## config.mk

```make
export PLATFORM = sky130hd
export DESIGN_NAME = paddle_sched_flat
export DESIGN_NICKNAME = d
export VERILOG_FILES = /design/src/rtl/pong_pkg.sv /design/src/rtl/paddle_sched_if.sv /design/src/rtl/paddle_sched_move_gate.sv /design/src/rtl/paddle_sched.sv /design/src/flat_wrapper.sv
export SDC_FILE = /design/constraint.sdc
export NUM_CORES = 1
export LEC_CHECK = 0
export ABC_CLOCK_PERIOD_IN_PS = 3100
export BUFFER_PORTS_ARGS = -buffer_cell sky130_fd_sc_hd__buf_2
export CAP_MARGIN = 25
export CORE_ASPECT_RATIO = 2
export CORE_MARGIN = 2
export CORE_UTILIZATION = 42
export CTS_BUF_LIST = sky130_fd_sc_hd__clkbuf_16
export DETAILED_ROUTE_END_ITERATION = 16
export GPL_ROUTABILITY_DRIVEN = 0
export PLACE_DENSITY = 0.75
export SLEW_MARGIN = 20
export SYNTH_ARGS = -nofsm -noshare
export SYNTH_HDL_FRONTEND = slang
export SYNTH_SLANG_ARGS = --single-unit
```

## constraint.sdc

```tcl
create_clock -name clk -period 3.1 [get_ports clk]
set_clock_uncertainty 0.05 [all_clocks]
set_input_delay 0.775 -clock clk [delete_from_list [all_inputs] [get_ports clk]]
set_output_delay 0.775 -clock clk [all_outputs]
set_load 0.05 [all_outputs]
```

## src/rtl/pong_pkg.sv

```systemverilog
// Shared constants, FSM state type and position helpers
// for the pong paddle scheduler.
package pong_pkg;

  localparam int POS_W      = 32;
  localparam int PADDLE_LEN = 8;
  localparam int ROW_W      = 5;
  localparam int LO_W       = $clog2(POS_W);

  typedef enum logic [1:0] {
    ST_RUN      = 2'd0,
    ST_FREEZE   = 2'd1,
    ST_RECENTER = 2'd2
  } state_e;

  function automatic logic [LO_W-1:0] low_bit(
    input logic [POS_W-1:0] pos
  );
    logic [LO_W-1:0] lo;
    lo = '0;
    for (int i = POS_W - 1; i >= 0; i--) begin
      if (pos[i]) lo = LO_W'(i);
    end
    return lo;
  endfunction

endpackage

```

## src/rtl/paddle_sched_if.sv

```systemverilog
// Game-side bundle: player/ball/score inputs and
// paddle move/recenter outputs of the scheduler.
interface paddle_sched_if;
  import pong_pkg::*;

  logic             btn_l_up;
  logic             btn_l_dn;
  logic             btn_r_up;
  logic             btn_r_dn;
  logic             cpu_en;
  logic [ROW_W-1:0] ball_row;
  logic             point_scored;
  logic [POS_W-1:0] pos_l;
  logic [POS_W-1:0] pos_r;
  logic             l_up;
  logic             l_dn;
  logic             r_up;
  logic             r_dn;
  logic             paddle_rst_n;
  logic             frozen;

  modport master (
    output btn_l_up, btn_l_dn,
    output btn_r_up, btn_r_dn,
    output cpu_en, ball_row,
    output point_scored,
    output pos_l, pos_r,
    input  l_up, l_dn, r_up, r_dn,
    input  paddle_rst_n, frozen
  );

  modport slave (
    input  btn_l_up, btn_l_dn,
    input  btn_r_up, btn_r_dn,
    input  cpu_en, ball_row,
    input  point_scored,
    input  pos_l, pos_r,
    output l_up, l_dn, r_up, r_dn,
    output paddle_rst_n, frozen
  );

endinterface

```

## src/rtl/paddle_sched_move_gate.sv

```systemverilog
// Per-paddle move gate: turns an up/down request into a
// registered one-cycle pulse at a tick, blocked at the rails.
module move_gate
  import pong_pkg::*;
(
  input  logic             clk,
  input  logic             reset,
  input  logic             i_up,
  input  logic             i_dn,
  input  logic             i_tick,
  input  logic [POS_W-1:0] i_pos,
  output logic             o_up,
  output logic             o_dn
);

  logic w_up;
  logic w_dn;
  logic w_unused_pos;
  logic r_up;
  logic r_dn;

  // only the rail bits matter; the body of the paddle is ignored
  assign w_unused_pos = ^i_pos[POS_W-2:1];

  assign w_up = i_tick & i_up & ~i_dn
              & ~i_pos[POS_W-1];
  assign w_dn = i_tick & i_dn & ~i_up
              & ~i_pos[0];

  always_ff @(posedge clk) begin
    if (!reset) begin
      r_up <= 1'b0;
      r_dn <= 1'b0;
    end else begin
      r_up <= w_up;
      r_dn <= w_dn;
    end
  end

  assign o_up = r_up;
  assign o_dn = r_dn;

endmodule

```

## src/rtl/paddle_sched.sv

```systemverilog
// Paddle scheduler: paces paddle steps, drives the CPU paddle
// and freezes/recenters both paddles after each point.
module paddle_sched
  import pong_pkg::*;
#(
  parameter int MOVE_PERIOD   = 4,
  parameter int FREEZE_CYCLES = 16
) (
  input  logic          clk,
  input  logic          reset,
  paddle_sched_if.slave bus
);

  localparam logic [7:0] TICK_MAX = 8'(MOVE_PERIOD - 1);
  localparam logic [7:0] FRZ_LOAD = 8'(FREEZE_CYCLES - 1);
  localparam logic [LO_W:0] CPU_HI =
    (LO_W + 1)'(PADDLE_LEN / 2);
  localparam logic [LO_W:0] CPU_LO =
    (LO_W + 1)'(PADDLE_LEN / 2 - 1);

  state_e r_state;
  state_e w_next;

  logic [7:0] r_tick;
  logic [7:0] r_frz;
  logic       r_frozen;
  logic       r_prst;

  logic w_tick;
  logic w_move_en;
  logic w_frozen_d;
  logic w_prst_d;

  logic [LO_W-1:0] w_lo;
  logic [LO_W:0]   w_lo_x;
  logic [LO_W:0]   w_row;
  logic            w_cpu_up;
  logic            w_cpu_dn;
  logic            w_r_up_req;
  logic            w_r_dn_req;

  logic w_l_up;
  logic w_l_dn;
  logic w_r_up;
  logic w_r_dn;

  assign w_tick = (r_state == ST_RUN)
                & (r_tick == TICK_MAX);

  always_ff @(posedge clk) begin
    if (!reset) r_state <= ST_RUN;
    else        r_state <= w_next;
  end

  always_comb begin
    w_next = r_state;
    unique case (r_state)
      ST_RUN:
        if (bus.point_scored) w_next = ST_FREEZE;
      ST_FREEZE:
        if (r_frz == '0) w_next = ST_RECENTER;
      ST_RECENTER:
        w_next = ST_RUN;
      default:
        w_next = ST_RUN;
    endcase
  end

  always_comb begin
    w_move_en  = 1'b0;
    w_frozen_d = 1'b0;
    w_prst_d   = 1'b1;
    unique case (r_state)
      ST_RUN: begin
        w_move_en  = w_tick & ~bus.point_scored;
        w_frozen_d = bus.point_scored;
      end
      ST_FREEZE:   w_frozen_d = 1'b1;
      ST_RECENTER: w_prst_d   = 1'b0;
      default: ;
    endcase
  end

  // tick count restarts from zero on every entry to RUN
  always_ff @(posedge clk) begin
    if (!reset) begin
      r_tick   <= '0;
      r_frz    <= '0;
      r_frozen <= 1'b0;
      r_prst   <= 1'b0;
    end else begin
      r_frozen <= w_frozen_d;
      r_prst   <= w_prst_d;
      if (r_state != ST_RUN) r_tick <= '0;
      else if (w_tick)       r_tick <= '0;
      else                   r_tick <= r_tick + 8'd1;
      if (r_state == ST_RUN && bus.point_scored)
        r_frz <= FRZ_LOAD;
      else if (r_state == ST_FREEZE && r_frz != '0)
        r_frz <= r_frz - 8'd1;
    end
  end

  assign w_lo   = low_bit(bus.pos_r);
  assign w_lo_x = {1'b0, w_lo};
  assign w_row  = {1'b0, bus.ball_row};

  assign w_cpu_up = w_row > (w_lo_x + CPU_HI);
  assign w_cpu_dn = w_row < (w_lo_x + CPU_LO);

  assign w_r_up_req = bus.cpu_en ? w_cpu_up
                                 : bus.btn_r_up;
  assign w_r_dn_req = bus.cpu_en ? w_cpu_dn
                                 : bus.btn_r_dn;

  move_gate u_gate_l (
    .clk    (clk),
    .reset  (reset),
    .i_up   (bus.btn_l_up),
    .i_dn   (bus.btn_l_dn),
    .i_tick (w_move_en),
    .i_pos  (bus.pos_l),
    .o_up   (w_l_up),
    .o_dn   (w_l_dn)
  );

  move_gate u_gate_r (
    .clk    (clk),
    .reset  (reset),
    .i_up   (w_r_up_req),
    .i_dn   (w_r_dn_req),
    .i_tick (w_move_en),
    .i_pos  (bus.pos_r),
    .o_up   (w_r_up),
    .o_dn   (w_r_dn)
  );

  assign bus.l_up         = w_l_up;
  assign bus.l_dn         = w_l_dn;
  assign bus.r_up         = w_r_up;
  assign bus.r_dn         = w_r_dn;
  assign bus.frozen       = r_frozen;
  assign bus.paddle_rst_n = r_prst;

endmodule

```

## src/flat_wrapper.sv

```systemverilog
// flat-port wrapper written by rule: the top's interface ports become plain ports
module paddle_sched_flat import pong_pkg::*;
#(
  parameter int MOVE_PERIOD   = 4,
  parameter int FREEZE_CYCLES = 16
)
  (clk, reset, bus_btn_l_up, bus_btn_l_dn, bus_btn_r_up, bus_btn_r_dn, bus_cpu_en, bus_ball_row, bus_point_scored, bus_pos_l, bus_pos_r, bus_l_up, bus_l_dn, bus_r_up, bus_r_dn, bus_paddle_rst_n, bus_frozen);
  paddle_sched_if bus_i ();
  input  logic clk;
  input  logic reset;
  input wire logic [$bits(bus_i.btn_l_up)-1:0] bus_btn_l_up;
  input wire logic [$bits(bus_i.btn_l_dn)-1:0] bus_btn_l_dn;
  input wire logic [$bits(bus_i.btn_r_up)-1:0] bus_btn_r_up;
  input wire logic [$bits(bus_i.btn_r_dn)-1:0] bus_btn_r_dn;
  input wire logic [$bits(bus_i.cpu_en)-1:0] bus_cpu_en;
  input wire logic [$bits(bus_i.ball_row)-1:0] bus_ball_row;
  input wire logic [$bits(bus_i.point_scored)-1:0] bus_point_scored;
  input wire logic [$bits(bus_i.pos_l)-1:0] bus_pos_l;
  input wire logic [$bits(bus_i.pos_r)-1:0] bus_pos_r;
  output wire logic [$bits(bus_i.l_up)-1:0] bus_l_up;
  output wire logic [$bits(bus_i.l_dn)-1:0] bus_l_dn;
  output wire logic [$bits(bus_i.r_up)-1:0] bus_r_up;
  output wire logic [$bits(bus_i.r_dn)-1:0] bus_r_dn;
  output wire logic [$bits(bus_i.paddle_rst_n)-1:0] bus_paddle_rst_n;
  output wire logic [$bits(bus_i.frozen)-1:0] bus_frozen;
  assign bus_i.btn_l_up = bus_btn_l_up;
  assign bus_i.btn_l_dn = bus_btn_l_dn;
  assign bus_i.btn_r_up = bus_btn_r_up;
  assign bus_i.btn_r_dn = bus_btn_r_dn;
  assign bus_i.cpu_en = bus_cpu_en;
  assign bus_i.ball_row = bus_ball_row;
  assign bus_i.point_scored = bus_point_scored;
  assign bus_i.pos_l = bus_pos_l;
  assign bus_i.pos_r = bus_pos_r;
  assign bus_l_up = bus_i.l_up;
  assign bus_l_dn = bus_i.l_dn;
  assign bus_r_up = bus_i.r_up;
  assign bus_r_dn = bus_i.r_dn;
  assign bus_paddle_rst_n = bus_i.paddle_rst_n;
  assign bus_frozen = bus_i.frozen;
  paddle_sched #(.MOVE_PERIOD(MOVE_PERIOD), .FREEZE_CYCLES(FREEZE_CYCLES)) u_core (.clk(clk), .reset(reset), .bus(bus_i));
endmodule
```

**After elaboration in Yosys (flattened, before gate mapping)**

Index checks and enable logic that the tools add are counted.

- Add/subtract/negate cells: 4
- $lt $le $gt $ge: 2
- Eq/ne operators: 5
- Mux-type cells: 42
- Bitwise logic cells: 24
- Reductions and logical operators: 10

Operator list:

| operator | count |
|---|---|
| $mux W5 | 32 |
| $and A1 B1 Y1 | 14 |
| $not A1 Y1 | 10 |
| $add A8 B1 Y8 const B | 1 |
| $eq A8 B2 Y1 const B | 1 |
| $logic_not A8 Y1 | 1 |
| $mux W4 | 2 |
| $reduce_bool A8 Y1 | 1 |
| $sub A8 B1 Y8 const B | 1 |
| $add A5 B2 Y6 const B | 1 |
| $add A5 B3 Y6 const B | 1 |
| $gt A5 B6 Y1 | 1 |
| $lt A5 B6 Y1 | 1 |
| $mux W1 | 4 |
| $mux W2 | 2 |
| $pmux W2 S2 | 1 |
| $reduce_bool A2 Y1 | 2 |
| $reduce_or A3 Y1 | 1 |
| $eq A2 B1 Y1 const B | 1 |
| $eq A2 B2 Y1 const B | 1 |
| $logic_and A1 B1 Y1 | 2 |
| $logic_not A2 Y1 | 1 |
| $ne A2 B1 Y1 const B | 1 |
| $ne A2 B2 Y1 const B | 1 |
| 3 further kinds | 3 |

- Register bits: 24
- Bits of input ports: 77
- Output and inout bits: 6
- Logic and storage cells: 97

**Longest topological paths before layout**

Gate-level depths: netlist of run 1.

- Depth in word-level cells: 38
- Mapped depth: 14
- Depth with buffers taken out: 14

**Modules after synthesis**

From an unflattened synthesis of run 1, not the netlist that was laid out.

- Cell total of the unflattened synthesis: 209
- Area total of the unflattened synthesis: 1694.1 um2

Modules (own cells, without submodules):

| module | instances | cells an instance | area an instance (um2) | seq. area each (um2) |
|---|---|---|---|---|
| paddle_sched | 1 | 199 | 1571.5 | 400.4 |
| move_gate | 2 | 5 | 61.3 | 40.0 |

**Worst setup path before layout of run 1**

No wires, ideal clock.

- Path kind: input to register
- Start point: in bus_pos_r[24]
- End point: reg u_core.u_gate_r.r_up, in the netlist u_core.u_gate_r.o_up
- Setup time: 0.092 ns
- Arrival: 3.148 ns
- Data required time: 2.958 ns
- Setup slack: -0.190 ns
- Stages on the path: 14
- Buffers on the path: 0
- Cell sequence: or4_4 > o211a_1 > o21ai_0 > nand2_1 > inv_1 > ha_1 > nand2b_1 > xnor2_1 > ha_1 > o21a_1 > o31ai_1 > a21oi_1 > a31oi_2 > nor4_1

- Longest elaborated chain between the ends: 31
- Elaborated cells on any way between the ends: 35
- Those cells by class: 2 x add/sub; 2 x order compare; 27 x mux; 4 x bitwise

Ends and longest elaborated chain:

| element | line | RTL |
|---|---|---|
| start, declared | flat_wrapper.sv:19 | `input wire logic [$bits(bus_i.pos_r)-1:0] bus_pos_r;` |
| $mux W5 (*) (25 in a row) | pong_pkg.sv:22 | `if (pos[i]) lo = LO_W'(i);` |
| $add A5 B3 Y6 / $add A5 B2 Y6 (equally long branches) | paddle_sched.sv:108, paddle_sched.sv:109 |  |
| $gt A5 B6 Y1 / $lt A5 B6 Y1 (equally long branches) | paddle_sched.sv:108, paddle_sched.sv:109 |  |
| $mux W1 (on tied branches) | paddle_sched.sv:111, paddle_sched.sv:113 |  |
| $and A1 B1 Y1 / $not A1 Y1 (equally long branches) | paddle_sched_move_gate.sv:25 | `assign w_up = i_tick & i_up & ~i_dn` |
| $and A1 B1 Y1 (*) | paddle_sched_move_gate.sv:25 |  |
| $and A1 B1 Y1 (*) | paddle_sched_move_gate.sv:26 | `& ~i_pos[POS_W-1];` |
| end signal, assigned | paddle_sched_move_gate.sv:35 | `r_up <= w_up;` |
| end, declared | paddle_sched_move_gate.sv:19 | `logic r_up;` |

Mark *: on every way between the ends. The rest lies on a longest branch, timed or not.
A chain may end at the register's enable or synchronous reset.

**Final worst setup path of run 1**

- Start point: in bus_pos_r[20]
- End point: reg u_core.u_gate_r.r_dn, in the netlist u_core.u_gate_r.o_dn

- Longest elaborated chain between the ends: 27
- Elaborated cells on any way between the ends: 31
- Those cells by class: 2 x add/sub; 2 x order compare; 23 x mux; 4 x bitwise

Ends and longest elaborated chain:

| element | line | RTL |
|---|---|---|
| $mux W5 (*) (21 in a row) | pong_pkg.sv:22 |  |
| $add A5 B2 Y6 / $add A5 B3 Y6 (equally long branches) | paddle_sched.sv:109, paddle_sched.sv:108 |  |
| $lt A5 B6 Y1 / $gt A5 B6 Y1 (equally long branches) | paddle_sched.sv:109, paddle_sched.sv:108 |  |
| $mux W1 (on tied branches) | paddle_sched.sv:113, paddle_sched.sv:111 |  |
| $and A1 B1 Y1 / $not A1 Y1 (equally long branches) | paddle_sched_move_gate.sv:27 | `assign w_dn = i_tick & i_dn & ~i_up` |
| $and A1 B1 Y1 (*) | paddle_sched_move_gate.sv:27 |  |
| $and A1 B1 Y1 (*) | paddle_sched_move_gate.sv:28 | `& ~i_pos[0];` |
| end signal, assigned | paddle_sched_move_gate.sv:36 | `r_dn <= w_dn;` |
| end, declared | paddle_sched_move_gate.sv:20 | `logic r_dn;` |

Marks and branches as above.

==> results of run 1 <==
==> cell families after synthesis <==
logic type,synth area share (%)
xor gates and xnor gates,8.81
buffers and inverters,2.67
and+or+nand+nor,32.2
adders and majority gates,10.4
DFF,28.4
AOI/OAI and AO/OA,17.5
==> worst min-delay path by stage <==
stage	start	end	slack, ps
finish	u_core.r_tick[0]$_SDFF_PP0_	u_core.r_tick[0]$_SDFF_PP0_	410
CTS	u_core.r_tick[0]$_SDFF_PP0_	u_core.r_tick[0]$_SDFF_PP0_	410
floorplan	u_core.r_tick[0]$_SDFF_PP0_	u_core.r_tick[0]$_SDFF_PP0_	370
global route	u_core.r_tick[0]$_SDFF_PP0_	u_core.r_tick[0]$_SDFF_PP0_	450
global placement	u_core.r_tick[0]$_SDFF_PP0_	u_core.r_tick[0]$_SDFF_PP0_	390
detailed placement	u_core.r_tick[0]$_SDFF_PP0_	u_core.r_tick[0]$_SDFF_PP0_	400
==> cell usage after synthesis (all sizes together) (2+ instances only) <==
| library cell | number |
|---|---|
| inv | 11 |
| dfxtp | 24 |
| nor4 | 13 |
| o21a | 4 |
| and3 | 4 |
| nor2 | 34 |
| a21boi | 3 |
| nand4 | 3 |
| o31ai | 3 |
| xnor2 | 11 |
| nand3 | 7 |
| nand2 | 11 |
| or3 | 2 |
| o21ai | 5 |
| xor2 | 6 |
| o211ai | 3 |
| nor3 | 5 |
| a21oi | 10 |
| a221o | 2 |
| nor2b | 5 |
| or4 | 5 |
| o21bai | 2 |
| nand2b | 7 |
| ha | 14 |
| nor4b | 4 |
| a31oi | 3 |
| a211o | 2 |
==> through the flow <==
| stage | utilization [%] | cell area [um2] | hold WS, ps | TNS (ps) |
|---|---|---|---|---|
| after floorplan | - | 1690 | 368 | -338 |
| after global placement | 59.0 | 2270 | 388 | -1140 |
| after detailed placement | 59.0 | 2270 | 399 | -1220 |
| after CTS | 62.6 | 2410 | 413 | -377 |
| after global routing | 65.7 | 2520 | 448 | -743 |
| final | 65.7 | 2520 | 409 | -513 |
==> timing repair <==
item | CTS | global route
setup endpoints to repair | 2 | 2
setup buffers | 2 | 2
resized for setup | 10 | 16
endpoints found under the hold margin | 0 | 0
pin swaps | 4 | 18
==> worst max-delay path, delay by kind of cell <==
kind / cells / cell delay, ps
AOI/OAI and AO/OA: 8 / 1370
buffers and inverters: 2 / 280
adders and majority gates: 2 / 420
and+or+nand+nor: 2 / 530
xor gates and xnor gates: 1 / 120
==> registers in the layout, indices dropped and copies added, names as in the netlist <==
register	flops
u_core.bus.frozen	1
u_core.bus.paddle_rst_n	1
u_core.r_frz	8
u_core.r_state	2
u_core.r_tick	8
u_core.u_gate_l.o_dn	1
u_core.u_gate_l.o_up	1
u_core.u_gate_r.o_dn	1
u_core.u_gate_r.o_up	1
==> power groups by stage <==
stage                     Combinational, mW  Sequential, mW  Clock [mW]
after floorplan                       0.115           0.356           0
after global routing                  0.277           0.349       0.287
final                                 0.248           0.346       0.272
after detailed placement              0.222           0.352           0
after global placement                0.214           0.351           0
after CTS                             0.232           0.346       0.276
==> area by class of cell <==
| class | instances | area [um2] |
|---|---|---|
| Fill cell | 341 | 1320 |
| Multi-Input combinational cell | 175 | 1310 |
| Tap cell | 51 | 63.8 |
| Clock buffer | 3 | 75.1 |
| Inverter | 11 | 41.3 |
| Timing Repair Buffer | 90 | 558 |
| Sequential cell | 24 | 480 |
==> layer usage <==
layer / GRT usage [%] / share of wire, % / vias up
met4: 12.4 / 4.4 / 0
li1: - / - / 960
met5: 0 / 0 / -
met2: 41.9 / 58 / 56
met3: 1.43 / 3.2 / 13
met1: 17.8 / 35 / 880
==> results.json, run 1 <==
{
  "hold_path_class": "register to register",
  "dieArea_um2": 4580,
  "htreeDepth": 1,
  "clk-insertion-delay-late_ps": 250,
  "synth.area.top_cells": "dfxtp_1, ha_1, nor2_1",
  "clkTransAtPathRegs_ps": 60,
  "swShare_pct": 28.2,
  "seq_area_frac_synth_pct": 28.4,
  "avgSynthCellArea_um2": 8.01,
  "crit_required_ps": 3250,
  "layout_min_cycle_time_ps": 3370,
  "synth_edf_count": 0,
  "ff2ff_path_depth": 6,
  "port_buffers": 52,
  "wirelength_um": 4500,
  "cts_sinks": 24,
  "dp_cells": 347,
  "pre_cts_slack_ps": -627,
  "final.setup.worst_slack_ps": -270,
  "crit_path_start": "bus_pos_r[20]",
  "num_rows": 32,
  "leakage_nw": 1.11,
  "syn2layout_area_growth_pct": 49.4,
  "cts_tree": "yes",
  "detail-route-antenna-nets": 0,
  "worst_slew_margin_rel_pct": 74.0,
  "violations": "negative setup slack",
  "fin_cells": 354,
  "syn_area_um2": 1690,
  "die_width_um": 48.8,
  "reg2reg_slack_ps": 1070,
  "pwr-share-clk_pct": 31.4,
  "clockBufferDepth": 2,
  "io-pin-count": 83,
  "yosysTopAreaCell": "dfxtp_1",
  "power_frac_seq_pct": 39.9,
  "cts_inserted_buffers": 3,
  "nets": 396,
  "grt_overflow_total": 0,
  "slowest_delay_ps": 350,
  "via_per_inst": 5.39,
  "setup_violations": 2,
  "mostFrequentLayoutCell": "buf_2",
  "fp.coreArea_um2": 3840,
  "end_kind": "register",
  "start_util_pct": 43.9,
  "grt.total_usage_pct": 20.2,
  "drc_errors": 0,
  "holdPathStages": 1,
  "syn_nets": 302,
  "cts_root_buf": "clkbuf_16",
  "p_per_area_nw_per_um2": 343,
  "diodes": 0,
  "critPathLaunchType": "input pin",
  "layout-drive-gt1-share_pct": 38.9,
  "async_flop_share_pct": 0,
  "combinationalPowerShare_pct": 28.6,
  "synth_top_flop_cell": "dfxtp_1",
  "vias": 1909,
  "r2r-start": "u_core.r_frz[3]$_SDFFE_PN0P_",
  "wire_per_inst_um": 12.7,
  "r2r-end": "u_core.r_frz[7]$_SDFFE_PP0P_",
  "hold_viol": 0,
  "grt_pass1_vias": 1910,
  "antenna_found_initial": 0,
  "p_total_mw": 0.865,
  "synth.distinct_cells": 40,
  "drt-initial-drc-count": 20,
  "slew_violations": 0,
  "die_h_um": 93.7,
  "rsz0062_at_grt": "yes",
  "max_cap_violations": 0,
  "worst_pin_slew_ps": 389,
  "grt_max_degree": 13,
  "yosysTopAreaCellShare_pct": 28.4,
  "firstDrtPassIters": 4,
  "p_switching_mw": 0.244,
  "ir_drop_mv": 0.302,
  "critPathMaxFanout": 2,
  "final_cell_mix": "buf_2, buf_4, nor2_1",
  "synthCells": 211,
  "cts_hold_buf": 0,
  "intPower_mw": 0.621,
  "fmax_ghz": 0.297,
  "synth_seq_cells": 24,
  "yosys_warnings": 0,
  "crit_path_cell_trace": "buf_2 -> or3_1 -> a221o_2 -> a21oi_2 -> o211ai_1 -> buf_4 -> ha_4 -> xnor2_2 -> ha_1 -> o21ai_1 -> a21oi_1 -> o31ai_4 -> o22ai_2 -> a31oi_2 -> and3_1",
  "status": "finished with violations",
  "grt_pass1_wl_um": 7360,
  "endpoint": "u_core.u_gate_r.o_dn$_SDFF_PN0_",
  "dp_hpwl_um": 3600,
  "finalCritPeriodShare_pct": 109,
  "timing_worst_setup_path_type": "input pin to register",
  "crit_arrival_ps": 3520,
  "cp_slowest_cell": "or3_1"
}
(Power assumes the default switching activity.)
==> run 2: changes to the inputs <==
ABC_CLOCK_PERIOD_IN_PS = 4100   (was 3100)
CORE_UTILIZATION = 50   (was 42)
PLACE_DENSITY = 0.84   (was 0.75)
clock period = 4.1 ns   (was 3.1 ns; I/O delays follow)
==> run 2 against run 1 <==
  * Global-route usage increased by 2.3 points
  * Clock-buffer cell count stayed put
  * Setup slack gained 600 ps
  * Total power decreased by 21%
  * First-iteration DRC count increased by 35%
  * Sequential power is 24% lower
  * Sequential share of layout area grew 3.5 points
  * The run now ends clean
  * Non-clock buffer count shrank 32
  * Combinational power decreased by 40%
  * Core utilization increased by 1.2 points
  * Wire length shrank 9.9%
==> results.json, run 2 (same netlist as run 1, synthesis figures left out) <==
{
  "dieArea_um2": 3890,
  "critPathMaxFanout": 4,
  "worst_slew_margin_rel_pct": 67.3,
  "hold_path_class": "register to register",
  "drt-initial-drc-count": 27,
  "wire_per_inst_um": 13.4,
  "pwr-share-clk_pct": 39.8,
  "grt.total_usage_pct": 22.5,
  "cts_tree": "yes",
  "worst_pin_slew_ps": 488,
  "cts_hold_buf": 0,
  "slew_violations": 0,
  "io-pin-count": 83,
  "diodes": 0,
  "rsz0062_at_grt": "no",
  "setup_violations": 0,
  "grt_pass1_vias": 1696,
  "p_switching_mw": 0.173,
  "mostFrequentLayoutCell": "buf_2",
  "firstDrtPassIters": 4,
  "clkTransAtPathRegs_ps": 60,
  "fin_cells": 303,
  "p_per_area_nw_per_um2": 320,
  "crit_arrival_ps": 3880,
  "setup_tns_ps": 0,
  "post_cts_buffers": 0,
  "final.setup.worst_slack_ps": 326,
  "intPower_mw": 0.511,
  "via_per_inst": 5.88,
  "ir_drop_mv": 0.301,
  "seq_area_um2": 480,
  "cts_resized": 0,
  "grt_pass1_wl_um": 6690,
  "antenna_found_initial": 0,
  "drc_errors": 0,
  "cts_sinks": 24,
  "port_buffers": 52,
  "status": "complete, no violations",
  "dp_hpwl_um": 3370,
  "pre_cts_slack_ps": 48.3,
  "multiInputGateArea_um2": 1160,
  "layout_min_cycle_time_ps": 3770,
  "grt_overflow_total": 0,
  "hold_viol": 0,
  "fp.coreArea_um2": 3190,
  "num_rows": 29,
  "cts_root_buf": "clkbuf_16",
  "top_regs": "u_core.r_frz (8), u_core.r_tick (8), u_core.r_state (2)",
  "vias": 1783,
  "leakage_nw": 0.939,
  "swShare_pct": 25.3,
  "clk-insertion-delay-late_ps": 250,
  "syn2layout_area_growth_pct": 26.4,
  "cts_inserted_buffers": 3,
  "start_util_pct": 52.9,
  "die_h_um": 86.2,
  "wirelength_um": 4050,
  "n_fill_cell": 293,
  "nets": 364,
  "finalCritPeriodShare_pct": 92.0,
  "dp_cells": 299,
  "layout-drive-gt1-share_pct": 25.0,
  "fmax_ghz": 0.265,
  "end_kind": "register",
  "grt_max_degree": 15,
  "final_cell_mix": "buf_2, nor2_1, dfxtp_1",
  "crit_required_ps": 4210,
  "htreeDepth": 1,
  "timing_worst_setup_path_type": "input pin to register",
  "combinationalPowerShare_pct": 21.9,
  "max_cap_violations": 0,
  "die_width_um": 45.1,
  "detail-route-antenna-nets": 0,
  "power_frac_seq_pct": 38.3,
  "clockBufferDepth": 2,
  "critPathLaunchType": "input pin"
}
-- run 2: cell count changes in the layout (fill, tap and decap cells not counted), sizes merged --
cell,delta
buf,-32
bufinv,+1
-- run 2: critical path: stages --
cell and delay (ps):
buf_2 110, or3_1 360, a221o_2 300, a21oi_1 160
o211ai_1 250, ha_1 280, nand2b_1 150, xnor2_1 120
ha_1 270, o21a_1 100, o31ai_1 60, buf_4 140
a21oi_1 140, a31oi_2 110, nor4_1 280
-- run 2: area by class of cell --
cell class                      count  area share (%)
Inverter                           11            1.93
Tap cell                           31            1.82
Sequential cell                    24            22.5
Clock buffer                        3            3.52
Multi-Input combinational cell    175            54.5
Timing Repair Buffer               58            14.3
Clock inverter                      1            1.41
-- run 2: power by group through the flow --
stage          Clock [mW]  Sequential, mW  Combinational (mW)
2_1_floorplan           0           0.269              0.0870
3_3_place_gp            0           0.265               0.145
3_5_place_dp            0           0.266               0.149
4_1_cts             0.276           0.262               0.151
5_1_grt             0.289           0.264               0.171
6_report            0.272           0.262               0.150
-- run 2: per-layer routing --
layer | up-vias | wire (um) | GRT usage, %
met5 | - | 0 | 0
met4 | 0 | 100 | 13.9
met3 | 10 | 142 | 1.67
met2 | 47 | 2390 | 43.0
met1 | 827 | 1420 | 21.2
li1 | 899 | - | -
-- run 2: metrics by stage --
stage | power, mW | utilization, % | instance area [um2] | hold WS [ps]
floorplan | 0.356 | - | 1690 | 368
global placement | 0.410 | 63.6 | 2030 | 384
detailed placement | 0.415 | 63.6 | 2030 | 391
CTS | 0.688 | 66.8 | 2130 | 405
global route | 0.724 | 66.8 | 2130 | 441
finish | 0.683 | 66.8 | 2130 | 404
-- run 2: worst paths after layout --
check,start,to,slack [ps],depth (start not counted)
setup reg to reg,u_core.r_frz[3]$_SDFFE_PN0P_,u_core.r_frz[7]$_SDFFE_PP0P_,2040,6
hold / removal,u_core.r_tick[0]$_SDFF_PP0_,u_core.r_tick[0]$_SDFF_PP0_,400,1
hold reg to reg,u_core.r_tick[0]$_SDFF_PP0_,u_core.r_tick[0]$_SDFF_PP0_,400,1
setup / recovery,bus_pos_r[16],u_core.u_gate_r.o_up$_SDFF_PN0_,330,15
==> run 3: changes to the inputs <==
BUFFER_PORTS_ARGS = unset   (was -buffer_cell sky130_fd_sc_hd__buf_2)
CORE_UTILIZATION = 65   (was 50)
DONT_BUFFER_PORTS = 1   (was unset)
PLACE_DENSITY = 0.79   (was 0.84)
==> run 3 against run 2 <==
  * Sequential share of layout area is 4.2 points higher
  * Register-to-register slack worse by 20 ps
  * Die area is 22% lower
  * Clock power is 25% lower
  * Fmax is 4.2% higher
  * Critical endpoint is now u_core.u_gate_r.o_dn$_SDFF_PN0_
==> results.json, run 3 (same netlist as run 1, synthesis figures left out) <==
{
  "nets": 306,
  "grt_pass1_wl_um": 6150,
  "r2r-start": "u_core.r_frz[3]$_SDFFE_PN0P_",
  "cts_hold_buf": 0,
  "cp_slowest_cell": "or3_1",
  "cts_tree": "yes",
  "mostFrequentLayoutCell": "nor2_1",
  "crit_family": "compound AO/OA/AOI/OAI gates",
  "port_buffers": 0,
  "p_switching_mw": 0.151,
  "rsz0062_at_grt": "no",
  "p_per_area_nw_per_um2": 322,
  "diodes": 0,
  "end_kind": "register",
  "syn2layout_area_growth_pct": 6.52,
  "grt_pass1_vias": 1668,
  "cts_root_buf": "clkbuf_16",
  "leakage_nw": 0.684,
  "stdcell_area_um2": 1800,
  "clockBufferDepth": 2,
  "grt_overflow_total": 0,
  "setup_tns_ps": 0,
  "grt.total_usage_pct": 27.4,
  "via_per_inst": 6.64,
  "swShare_pct": 26.1,
  "cp.buffers_inverters": 0,
  "die_h_um": 76.1,
  "cts_inserted_buffers": 3,
  "max_cap_violations": 0,
  "crit_required_ps": 4250,
  "detail-route-antenna-nets": 0,
  "timing_worst_setup_path_type": "input pin to register",
  "r2r-end": "u_core.r_frz[7]$_SDFFE_PP0P_",
  "cts_sinks": 24,
  "intPower_mw": 0.428,
  "fp.coreArea_um2": 2500,
  "post_cts_buffers": 0,
  "wirelength_um": 3920,
  "die_width_um": 40.0,
  "start_util_pct": 67.4,
  "worst_slew_margin_rel_pct": 61.9,
  "drc_errors": 0,
  "wire_per_inst_um": 16.2,
  "layout_min_cycle_time_ps": 3620,
  "antenna_found_initial": 0,
  "final_cell_mix": "nor2_1, dfxtp_1, ha_1",
  "vias": 1608,
  "combinationalPowerShare_pct": 18.2,
  "crit_path_cell_trace": "or3_1 -> a221o_2 -> a21oi_1 -> o211ai_1 -> ha_1 -> xnor2_1 -> ha_1 -> o21ai_0 -> a21oi_1 -> o31ai_1 -> o22ai_1 -> a31oi_2 -> and3_1",
  "htreeDepth": 1,
  "slew_violations": 0,
  "path_depth": 13,
  "reg2reg_slack_ps": 2020,
  "clk-insertion-delay-late_ps": 250,
  "num_rows": 26,
  "ff2ff_path_depth": 6,
  "finalCritPeriodShare_pct": 88.4,
  "slowest_delay_ps": 350,
  "cts_resized": 0,
  "drt-initial-drc-count": 34,
  "layout-drive-gt1-share_pct": 4.21,
  "grt_max_degree": 14,
  "n_fill_cell": 194,
  "dieArea_um2": 3050,
  "setup_violations": 0,
  "crit_path_start": "bus_pos_r[16]",
  "placement.cell_area_um2": 1720,
  "hold_viol": 0,
  "power_frac_seq_pct": 46.3,
  "io-pin-count": 83,
  "firstDrtPassIters": 4,
  "clkTransAtPathRegs_ps": 60,
  "fmax_ghz": 0.276,
  "critPathLaunchType": "input pin",
  "crit_arrival_ps": 3770,
  "endpoint": "u_core.u_gate_r.o_dn$_SDFF_PN0_",
  "dp_hpwl_um": 3240,
  "pwr-share-clk_pct": 35.4,
  "critPathMaxFanout": 5,
  "ir_drop_mv": 0.143,
  "status": "complete, no violations",
  "hold_path_class": "register to register",
  "top_regs": "u_core.r_frz (8), u_core.r_tick (8), u_core.r_state (2)",
  "worst_pin_slew_ps": 567
}
==> run 3: worst min-delay path by stage <==
stage | slack, ps | endpoint | cells after the start | start
2_1_floorplan | 370 | u_core.r_tick[0]$_SDFF_PP0_ | 1 | u_core.r_tick[0]$_SDFF_PP0_
3_3_place_gp | 380 | u_core.r_tick[0]$_SDFF_PP0_ | 1 | u_core.r_tick[0]$_SDFF_PP0_
3_5_place_dp | 400 | u_core.r_tick[0]$_SDFF_PP0_ | 1 | u_core.r_tick[0]$_SDFF_PP0_
4_1_cts | 400 | u_core.r_tick[0]$_SDFF_PP0_ | 1 | u_core.r_tick[0]$_SDFF_PP0_
5_1_grt | 430 | u_core.r_tick[0]$_SDFF_PP0_ | 1 | u_core.r_tick[0]$_SDFF_PP0_
6_report | 400 | u_core.r_tick[0]$_SDFF_PP0_ | 1 | u_core.r_tick[0]$_SDFF_PP0_
==> run 3: stage by stage <==
step | util, % | cells | hold slack [ps] | setup WS [ps] | power (mW)
floorplan | - | 211 | 368 | 560 | 0.356
global placement | 68.7 | 238 | 378 | 276 | 0.371
detailed placement | 68.7 | 238 | 397 | 260 | 0.378
CTS | 71.8 | 242 | 400 | 499 | 0.581
global route | 71.8 | 242 | 428 | 269 | 0.607
finish | 71.8 | 242 | 395 | 476 | 0.579
==> run 3: power by group through the flow <==
stage               Sequential (mW)  Combinational, mW  Clock [mW]
floorplan                     0.269             0.0870           0
global placement              0.272             0.0989           0
detailed placement            0.273              0.105           0
CTS                           0.268              0.106       0.207
global route                  0.270              0.120       0.217
finish                        0.268              0.106       0.205
==> run 3: final cells by class <==
type / instances / area [um2] / area share, %
Multi-Input combinational cell: 175 / 1160 / 64.7
Sequential cell: 24 / 480 / 26.7
Clock buffer: 3 / 75.1 / 4.17
Inverter: 11 / 41.3 / 2.29
Tap cell: 28 / 35.0 / 1.95
Clock inverter: 1 / 3.75 / 0.209
==> run 3: routing by layer <==
| layer | wire length, um | vias to the layer above | GRT usage (%) |
|---|---|---|---|
| li1 | - | 781 | - |
| met1 | 1300 | 748 | 22.9 |
| met2 | 2250 | 67 | 52.7 |
| met3 | 233 | 12 | 4.37 |
| met4 | 131 | 0 | 13.1 |
| met5 | 0 | - | 0 |
